**src/rtl/uart_tx_arbiter.sv**
```systemverilog
// Round-robin arbiter sharing one UART transmitter between N byte requesters,
// with optional line locking so a requester's line is never interleaved with another's.
module uart_tx_arbiter #(
  parameter int N         = 4,
  parameter bit LINE_LOCK = 1'b1,
  parameter int HOLD      = 1023
) (
  input  logic                   clk,
  input  logic                   resetq,
  input  logic [N-1:0]           req,
  input  logic [8*N-1:0]         data,
  output logic [N-1:0]           ack,
  output logic                   uart_wr,
  output logic [7:0]             uart_dat,
  input  logic                   uart_busy,
  output logic [$clog2(N)-1:0]   grant_id,
  output logic                   locked
);
  localparam int IW = $clog2(N);
  localparam int CW = $clog2(HOLD + 1);

  typedef enum logic [1:0] {IDLE, ISSUE, SETTLE, DRAIN} state_e;

  state_e        state_q, state_d;
  logic [IW-1:0] grant_q, grant_d;
  logic [IW-1:0] last_q, last_d;
  logic [7:0]    dat_q, dat_d;
  logic          locked_q, locked_d;
  logic [CW-1:0] hold_q, hold_d;

  logic [7:0]    data_arr [N];
  logic          rr_found;
  logic [IW-1:0] rr_win;
  logic [IW-1:0] cand;
  logic          win_valid;
  logic [IW-1:0] win_id;
  logic          issue_en;

  for (genvar gi = 0; gi < N; gi++) begin : g_lane
    assign data_arr[gi] = data[8*gi +: 8];
    assign ack[gi]      = issue_en && (grant_q == IW'(gi));
  end

  // Scan starts one past the last winner so every requester gets a turn.
  always_comb begin
    rr_found = 1'b0;
    rr_win   = '0;
    cand     = '0;
    for (int k = 1; k <= N; k++) begin
      cand = IW'((int'(last_q) + k) % N);
      if (!rr_found && req[cand]) begin
        rr_found = 1'b1;
        rr_win   = cand;
      end
    end
  end

  assign win_valid = locked_q ? req[grant_q] : rr_found;
  assign win_id    = locked_q ? grant_q : rr_win;

  always_ff @(posedge clk or negedge resetq) begin
    if (!resetq) begin
      state_q  <= IDLE;
      grant_q  <= '0;
      last_q   <= IW'(N - 1);
      dat_q    <= '0;
      locked_q <= 1'b0;
      hold_q   <= '0;
    end else begin
      state_q  <= state_d;
      grant_q  <= grant_d;
      last_q   <= last_d;
      dat_q    <= dat_d;
      locked_q <= locked_d;
      hold_q   <= hold_d;
    end
  end

  always_comb begin
    state_d = state_q;
    case (state_q)
      IDLE:    if (!uart_busy && win_valid) state_d = ISSUE;
      ISSUE:   state_d = SETTLE;
      SETTLE:  state_d = DRAIN;
      DRAIN:   if (!uart_busy) state_d = IDLE;
      default: state_d = IDLE;
    endcase
  end

  always_comb begin
    grant_d  = grant_q;
    last_d   = last_q;
    dat_d    = dat_q;
    locked_d = locked_q;
    hold_d   = hold_q;
    if (state_q == IDLE && !uart_busy) begin
      if (win_valid) begin
        grant_d = win_id;
        last_d  = win_id;
        dat_d   = data_arr[win_id];
        hold_d  = '0;
      end else if (locked_q) begin
        // Owner went quiet: release after HOLD idle cycles.
        if (hold_q == CW'(HOLD - 1)) begin
          locked_d = 1'b0;
          hold_d   = '0;
        end else begin
          hold_d = hold_q + CW'(1);
        end
      end
    end
    if (state_q == ISSUE) begin
      locked_d = LINE_LOCK && (dat_q != 8'h0A);
    end
  end

  always_comb begin
    issue_en = (state_q == ISSUE);
    uart_wr  = issue_en;
  end

  assign grant_id = grant_q;
  assign uart_dat = dat_q;
  assign locked   = locked_q;

endmodule

```
**config.mk**
```make
export PLATFORM = sky130hd
export DESIGN_NAME = uart_tx_arbiter
export DESIGN_NICKNAME = d
export VERILOG_FILES = /design/src/rtl/uart_tx_arbiter.sv
export SDC_FILE = /design/constraint.sdc
export NUM_CORES = 1
export LEC_CHECK = 0
export CAP_MARGIN = 20
export CORE_UTILIZATION = 46
export CTS_CLUSTER_DIAMETER = 60
export DETAILED_ROUTE_END_ITERATION = 8
export PLACE_DENSITY_LB_ADDON = 0.08
export SYNTH_ARGS = -nofsm -noshare
export SYNTH_HDL_FRONTEND = slang
export SYNTH_SLANG_ARGS = --single-unit
```
**constraint.sdc**
```tcl
create_clock -name clk -period 2.56 [get_ports clk]
set_clock_uncertainty 0.15 [all_clocks]
set_input_delay 0.64 -clock clk [delete_from_list [all_inputs] [get_ports clk]]
set_output_delay 0.64 -clock clk [all_outputs]
set_load 0.005 [all_outputs]
```
==> metrics, run 1 <==
final instance area=2449 um^2; share of layout cells above drive strength 1=14.46%; Startpoint Class=flip-flop; row count=21; Synth Cell Area=1683 um^2; CP cell instances=inv_2, ha_4, and3b_1, clkdlybuf4s50_1; Clock Sinks=25; Max-Cap Viols=0; Crit path largest cell delay=490 ps; Yosys cell types=48; largest area contributor in the netlist=dfrtp_1; period utilisation layout=95.93%; DRC errors left=0; Core ar.=3416 um^2; Die ar.=3904 um^2; Arrival @ worst endpoint=1670 ps; Final Hold Vio Count=0; overall power=0.002223 W; antenna violations before repair=0; Routed wire per std cell=14.27 um; Initial DRT Pass Iterations=4; vias=1,618; min Tclk post-route=2456 ps; vias per cell=5.485; worst-path fanout max=7; main flop type after synthesis=dfrtp_1; status=finished, final reports clean; async set-or-reset flop fraction in the synthesized netlist=100.0%; family with the most delay on the worst path=buffers and inverters; Mean Syn Cell Area=9.298 um^2; drt initial violations=80; CTS Buf Count=3; Worst Hold Class=flip-flop to flip-flop; RSZ-0062 raised after global routing=false; # setup viols final=0; HP Start=uart_dat[7]; IO buf count=54; Clk pin slew, worst setup/hold paths=150 ps; Slew Viols, Final=0; maximum root-to-sink buffer count=2; final net count=296; pin count of the biggest net entering global routing=26; setup ws final=104.2 ps; WP data required=1770 ps; Final ANT Viol Nets=0; Worst Path Buf+Inv=2; post-synth top area share=34.20%; Worst-Margin Slew=450.6 ps; H-tree depth=1; Slew headroom=69.68%; Placed Area=2385 um^2; Initial Util=49.27%; fmax=407.2 MHz; synthesized instance count=181; Max VDD drop=0.0006039 V; IO Pins=55; first-pass GRT wire length=7.314 mm; Place WS=-305.2 ps; root buf cell=clkbuf_4; number of global-route vias before repair=1,689; Ys Warns=0; top cells by area, synth=dfrtp_1 34%, a21oi_1 5.9%, mux2i_1 5.4%, ha_1 5.2%, nand2_1 4.9%; Post-synth EDFFs=0; CP endpoint kind=output port; post-synthesis sequential area ratio=37.32%; placer congestion estimate=0.8184; Worst R2R Start=last_q[0]; worst skew pair latency=340 ps; WL final=4.209 mm; P_leak=1.091 nW; GRT Overall Usage=23.30%; CTS tree=built; DP Wirelength=3.263 mm; PwrDens=907.8 nW/um^2; post-synthesis register bit count=25; gr ovfl total=0; Slowest cell on crit path=clkdlybuf4s50_1; chip width=62.49 um; antenna cells=0; Post-CTS Hold Fix Bufs=0; type of the worst setup path=flip-flop to output port; die height=62.49 um; Syn Nets=227; Worst Setup SP=state_q[1]; P&R area growth vs syn=45.50%; Worst R2R Setup Slack=380 ps
-- routing by layer --
layer / GRT usage, % / vias to the layer above / routed length (um)
li1: - / 793 / -
met2: 44.02 / 43 / 2238
met3: 2.920 / 5 / 156
met5: 0 / - / 0
met1: 26.91 / 777 / 1766
met4: 7.267 / 0 / 47
-- per-stage QoR --
step                      TNS [ps]  utilization, %  std cells  hold WS (ps)
after floorplan                  0               -        181         194.4
after CTS                        0           71.28        295         402.3
final                            0           71.69        295         404.0
after detailed placement     -4141           69.82        290         367.0
after global placement       -2436           69.82        290         350.2
after global routing             0           71.69        295         441.4
-- cell usage after synthesis (2+ instances only) --
cell type / n
nand4_1: 2
nor2_1: 12
buf_4: 2
nand2b_1: 4
o31ai_1: 2
nand2_1: 22
xor2_1: 4
nand3_1: 4
dfrtp_1: 23
dfstp_2: 2
a21oi_1: 20
ha_1: 7
xnor2_1: 2
buf_6: 2
nor3_1: 3
o21a_1: 3
mux2i_1: 9
o221ai_1: 7
and3_1: 2
o21ai_0: 13
nor3b_1: 2
inv_1: 7
or4_1: 2
-- area by class of cell --
cell class,count,area (um^2)
clock buffer,3,22.52
clock inverter,1,7.507
fill,275,967.2
inverter,7,26.28
multi-input combinational,142,978.4
sequential,25,628.1
tap,46,57.56
timing repair buffer,71,728.2
-- kinds of logic after synthesis --
group	share of synthesized area, %
adders and majority gates	5.204
DFF	37.32
AOI/OAI and AO/OA	21.19
muxes	7.584
and+or+nand+nor	20.07
buffers and inverters	5.501
xor gates and xnor gates	3.123
-- worst reg2reg max path, cell delays in order (launching register included) --
cell and delay [ps]:
dfstp_2 590, nand2b_1 130, o21ai_0 80, a221oi_1 280, buf_4 180, o21a_1 150
buf_12 160, mux2i_1 220, o221ai_1 140
-- cells in the final DEF, fill, tap and decap left out, drive strengths merged, types with 2 or more instances in the layout --
cell / Yosys / final
a21oi: 20 / 20
dlymetal6s2s: 0 / 4
and3: 2 / 2
mux2i: 9 / 9
a31oi: 2 / 2
or4: 3 / 3
clkdlybuf4s50: 0 / 50
xnor2: 2 / 2
nor2: 13 / 13
ha: 7 / 7
buf: 6 / 17
o21a: 3 / 3
nand3: 4 / 4
nand2: 23 / 23
o21ai: 15 / 15
xor2: 4 / 4
nand2b: 4 / 4
clkbuf: 1 / 3
o31ai: 2 / 2
dfrtp: 23 / 23
dfstp: 2 / 2
nor3b: 2 / 2
inv: 7 / 7
nand4: 2 / 2
o221ai: 8 / 8
nor3: 3 / 3
-- report_power, final --
group          internal [W]  switching (W)
sequential         0.000527       0.000162
clock             0.0000600       0.000136
combinational      0.000721       0.000617
total               0.00131       0.000915
-- path summary, 6_finish.rpt --
check	end	depth (start not counted)
max in group asynchronous	last_q[0]	2
worst max-delay path	ack[2]	4
worst min-delay path	uart_dat[7]	2
min in group asynchronous	hold_q[2]	2
worst max register to register	uart_dat[1]	8
worst min register to register	uart_dat[7]	2
-- registers in the layout, indices dropped and copies added (netlist names) --
| signal | cells |
|---|---|
| last_q | 2 |
| grant_id | 2 |
| state_q | 2 |
| hold_q | 10 |
| locked | 1 |
| uart_dat | 8 |
-- what timing repair did --
item / CTS / global route
endpoints found under the hold margin: 0 / 0
gates resized for setup: 3 / 5
pin swaps: 0 / 1
endpoints found under the setup margin: 4 / 10
setup buffers: 1 / 0
Note: power is estimated with default switching activity, not from simulation.
==> inputs of run 2 (changes only) <==
--- a/config.mk
+++ b/config.mk
@@ -5,7 +5,6 @@
 export SDC_FILE = /design/constraint.sdc
 export NUM_CORES = 1
 export LEC_CHECK = 0
-export CAP_MARGIN = 20
 export CORE_UTILIZATION = 46
 export CTS_CLUSTER_DIAMETER = 60
 export DETAILED_ROUTE_END_ITERATION = 8
==> results of run 2 <==
Final layout, timing and power as in run 1 (identical DEF).
